--- src/rtl/rr_arb8_ctl.sv ---
// Eight-requester round-robin arbiter with a registered grant, a per-grant hold limit
// and a one-cycle timeout pulse after a forced release.
module rr_arb8_ctl #(
  parameter int unsigned HOLD_MAX = 15
) (
  input  logic       clk,
  input  logic       rst_n,
  input  logic [7:0] req,
  input  logic       en,
  input  logic       done,
  output logic [7:0] gnt,
  output logic [2:0] gnt_idx,
  output logic       gnt_vld,
  output logic       tout
);

  localparam int unsigned N  = 8;
  localparam int unsigned IW = 3;
  localparam int unsigned HW = 8;
  localparam logic [HW-1:0] HOLD_LIM = HW'(HOLD_MAX);
  localparam logic          HOLD_ON  = (HOLD_MAX != 0);

  typedef enum logic {
    IDLE  = 1'b0,
    GRANT = 1'b1
  } state_t;

  state_t        state_q, state_d;
  logic [IW-1:0] ptr_q, ptr_d;
  logic [HW-1:0] hcnt_q, hcnt_d;
  logic [N-1:0]  gnt_q, gnt_d;
  logic [IW-1:0] idx_q, idx_d;
  logic          vld_q, vld_d;
  logic          tout_q, tout_d;

  logic          pick_ok;
  logic [IW-1:0] pick;
  logic [IW-1:0] cand;

  // First requester found scanning upward from the priority pointer, wrapping at 8.
  always_comb begin
    pick_ok = 1'b0;
    pick    = ptr_q;
    cand    = ptr_q;
    for (int unsigned k = 0; k < N; k++) begin
      cand = ptr_q + IW'(k);
      if (!pick_ok && req[cand]) begin
        pick_ok = 1'b1;
        pick    = cand;
      end
    end
  end

  always_comb begin
    state_d = state_q;
    ptr_d   = ptr_q;
    hcnt_d  = hcnt_q;
    gnt_d   = gnt_q;
    idx_d   = idx_q;
    vld_d   = vld_q;
    tout_d  = 1'b0;

    case (state_q)
      IDLE: begin
        gnt_d = '0;
        vld_d = 1'b0;
        if (en && pick_ok) begin
          state_d     = GRANT;
          idx_d       = pick;
          gnt_d[pick] = 1'b1;
          vld_d       = 1'b1;
          ptr_d       = pick + IW'(1);
          hcnt_d      = HW'(1);
        end
      end
      GRANT: begin
        // A normal release outranks the hold limit, so a coincident done never times out.
        if (done || !req[idx_q]) begin
          state_d = IDLE;
          gnt_d   = '0;
          vld_d   = 1'b0;
        end else if (HOLD_ON && (hcnt_q == HOLD_LIM)) begin
          state_d = IDLE;
          gnt_d   = '0;
          vld_d   = 1'b0;
          tout_d  = 1'b1;
        end else if (hcnt_q != {HW{1'b1}}) begin
          hcnt_d = hcnt_q + HW'(1);
        end
      end
      default: begin
        state_d = IDLE;
        gnt_d   = '0;
        vld_d   = 1'b0;
      end
    endcase
  end

  always_ff @(posedge clk) begin
    if (!rst_n) begin
      state_q <= IDLE;
      ptr_q   <= '0;
      hcnt_q  <= '0;
      gnt_q   <= '0;
      idx_q   <= '0;
      vld_q   <= 1'b0;
      tout_q  <= 1'b0;
    end else begin
      state_q <= state_d;
      ptr_q   <= ptr_d;
      hcnt_q  <= hcnt_d;
      gnt_q   <= gnt_d;
      idx_q   <= idx_d;
      vld_q   <= vld_d;
      tout_q  <= tout_d;
    end
  end

  assign gnt     = gnt_q;
  assign gnt_idx = idx_q;
  assign gnt_vld = vld_q;
  assign tout    = tout_q;

endmodule

--- config.mk ---
export PLATFORM = sky130hd
export DESIGN_NAME = rr_arb8_ctl
export DESIGN_NICKNAME = d
export VERILOG_FILES = /design/src/rtl/rr_arb8_ctl.sv
export SDC_FILE = /design/constraint.sdc
export NUM_CORES = 1
export LEC_CHECK = 0
export ABC_AREA = 0
export ABC_CLOCK_PERIOD_IN_PS = 4780
export CAP_MARGIN = 20
export CORE_MARGIN = 2
export CORE_UTILIZATION = 55
export DETAILED_ROUTE_END_ITERATION = 6
export PLACE_DENSITY = 0.78
export SYNTH_ARGS = -nofsm -noshare
export SYNTH_HDL_FRONTEND = slang
export SYNTH_SLANG_ARGS = --single-unit
--- constraint.sdc ---
create_clock -name clk -period 4.78 [get_ports clk]
set_clock_uncertainty 0.05 [all_clocks]
set_input_delay 1.434 -clock clk [delete_from_list [all_inputs] [get_ports clk]]
set_output_delay 1.434 -clock clk [all_outputs]
set_load 0.01 [all_outputs]
==> impl_metrics.yaml <==
clock_network:
  cts_setup_buffers: 0
  ctsResizeCount: 0
  cts_made_buffers: 3
  clk_latency_ns: 0.32
  cts_max_path_buffers: 2
  clk_pin_slew_ns: 0.13
  cts.sinks: 25
  cts-root-buf: "clkbuf_4"
  cts_hold_buf: 0
  cts_tree: "done"
  htree_levels: 1
outcome:
  status: "finished, final reports clean"
sta:
  drv_slew: 0
  min_period_ns: 4.23
  tightest_slew_ns: 0.788
  final.setup.tns_ns: 0
  fin_crit_sh_pct: 88.5
  setup-violations-final: 0
  hold_viol_final: 0
  rsz0062_at_grt: "no"
  relSlewSlack_pct: 47.1
  max_freq_mhz: 236
flow_run:
  max_cap_violations: 0
global_routing:
  grt_pass1_wl_um: 7620
  grt_max_degree: 22
  overflow: 0
  grt_pass1_vias: 1624
  antenna_found_initial: 0
  track_usage_pct: 23.3
synth:
  ys_warn_count: 0
  async_flop_share_pct: 0
  syn_inst: 219
  syn_nets: 234
  synthTopCellsByArea: "dfxtp_1 25%, mux4_2 15%, nand2_1 4.7%"
  synth_cell_type_count: 60
  synth_top_area_cell: "dfxtp_1"
  netlist.area_leader.share_pct: 25.0
  synth-seq-cells: 25
  mappedNetlistArea_um2: 2000
  ys_seq_area_share_pct: 25.0
  synth-main-ff-cell: "dfxtp_1"
  syn_area_per_cell_um2: 9.14
  synth-edff-count: 0
drt:
  final_antenna_net_count: 0
  first_iter_violations: 187
  drt_pass1_iterations: 4
  viasPerCell: 6.17
  num_vias: 1766
  wl_um: 4430
  drc: 0
  post_drt_wl_per_cell_um: 15.5
power:
  intPower_mw: 0.660
  p_clk_share_pct: 7.9
  seqPwrFrac_pct: 22.3
  comb_power_share_pct: 69.8
  power.ir.vdd_worst_uv: 205
  power.share.switching_pct: 45.2
  p_sw_mw: 0.545
  power_density_nw_per_um2: 524
  p_leak_nw: 0.812
critical_path:
  worstPathCellList: "clkdlybuf4s50_1 > mux4_2 > mux2_2 > or2_4 > a211oi_4 > a311oi_2 > xnor2_2 > and2_4 > nand2_4 > o221ai_2"
  crit_fanout: 8
  slowest_delay_ns: 0.55
  crit_type: "in -> reg"
  slowest_stage: "clkdlybuf4s50_1"
  cp-start-kind: "primary input"
  required_ns: 4.99
  end_kind: "flip-flop"
  critPathArrivalTime_ns: 4.44
  r2r_slack_ns: 1.01
placement:
  placed_area_um2: 2270
  io_buffers: 24
  gp_congestion: 0.904
  hpwl_um: 3310
floorplanning:
  core_um2: 3420
  die_x_um: 64.3
  start_util_pct: 58.6
  placementRows: 21
  die_h_um: 64.3
  io_pins: 25
  dieArea_um2: 4140
cells_and_area:
  final_nets: 256
  antenna_cells: 0
  fillers: 288
  layout-area-overhead-vs-synth_pct: 14.7
  final_area_um2: 2300
  most-common-layout-cells: "25 x nand2_1, 25 x dfxtp_1, 24 x clkdlybuf4s50_1"
  layout-drive-gt1-share_pct: 15.8
worst_hold_path:
  hold_class: "reg -> reg"
==> logic make-up (layout without fill, tap and decap cells) <==
group | Yosys count | in the layout | synth area share, %
AND/OR/NAND/NOR | 79 | 79 | 20.7
AO/OA/AOI/OAI | 62 | 62 | 22.6
multiplexers | 25 | 25 | 22.2
flip-flops | 25 | 25 | 25.0
buffers and inverters | 18 | 39 | 4.25
XOR/XNOR | 7 | 7 | 3.44
adder cells (fa/ha/maj) | 3 | 3 | 1.88
==> power groups by stage <==
stage	Combinational (mW)	Sequential, mW	Clock [mW]
after floorplan	0.660	0.270	0
after global placement	0.822	0.273	0
after detailed placement	0.832	0.273	0
after CTS	0.837	0.268	0.0974
after global routing	0.929	0.273	0.105
final	0.841	0.269	0.0947
==> layout make-up <==
cell class | instances | area, µm² | share of cell area, %
well taps | 46 | 57.6 | 2.51
clock buffers | 4 | 26.3 | 1.14
repair buffers | 28 | 270 | 11.8
inverters | 7 | 26.3 | 1.14
multi-input cells | 176 | 1420 | 61.7
flip-flops and latches | 25 | 500 | 21.8
==> per-layer routing <==
metal  wire length [µm]  track usage [%]  vias up
li1                   -                -      876
met1               2050             32.3      827
met2               2080             36.1       53
met3                238             4.40       10
met4                 71             8.78        0
met5                  0                0        -
==> final timing paths <==
| kind | start | endpoint | cells after the start |
|---|---|---|---|
| max | req[6] | ptr_q[2]$_SDFFE_PN0P_ | 10 |
| min | gnt[5]$_SDFFE_PN0P_ | gnt[5]$_SDFFE_PN0P_ | 2 |
| max reg2reg | ptr_q[0]$_SDFFE_PN0P_ | ptr_q[2]$_SDFFE_PN0P_ | 12 |
| min reg2reg | gnt[5]$_SDFFE_PN0P_ | gnt[5]$_SDFFE_PN0P_ | 2 |
==> worst max-delay path, delay by kind of cell <==
family	cells	cell delay (ns)
muxes	2	0.86
and+or+nand+nor	3	0.56
buffers and inverters	1	0.55
xor gates and xnor gates	1	0.30
AOI/OAI and AO/OA	3	0.73
==> metrics by stage <==
stage | hold slack, ns | instances | power (mW) | worst slack [ns] | utilization, %
after floorplan | 0.394 | 219 | 0.930 | 1.07 | -
after global placement | 0.386 | 282 | 1.09 | 0.307 | 66.5
after detailed placement | 0.397 | 282 | 1.11 | 0.263 | 66.5
after CTS | 0.416 | 286 | 1.20 | 0.598 | 67.3
after global routing | 0.428 | 286 | 1.31 | 0.405 | 67.3
final | 0.410 | 286 | 1.20 | 0.549 | 67.3
==> synthesized netlist by cell type, drive strengths merged, types with 3 or more instances <==
| cell type | instances |
|---|---|
| a21oi | 5 |
| a31oi | 4 |
| a32o | 3 |
| and2 | 6 |
| buf | 7 |
| clkbuf | 4 |
| dfxtp | 25 |
| ha | 3 |
| inv | 7 |
| mux2 | 6 |
| mux2i | 5 |
| mux4 | 14 |
| nand2 | 26 |
| nand2b | 7 |
| nand3 | 8 |
| nor2 | 9 |
| nor2b | 7 |
| nor3 | 4 |
| o21a | 4 |
| o21ai | 19 |
| o22ai | 7 |
| or2 | 4 |
| xnor2 | 5 |
==> registers in the layout, summed over array words and instances, names as in the netlist <==
signal   cells
gnt_vld      1
gnt          8
tout         1
ptr_q        3
hcnt_q       8
state_q      1
gnt_idx      3
No activity file was read; power rests on OpenSTA's default activity.
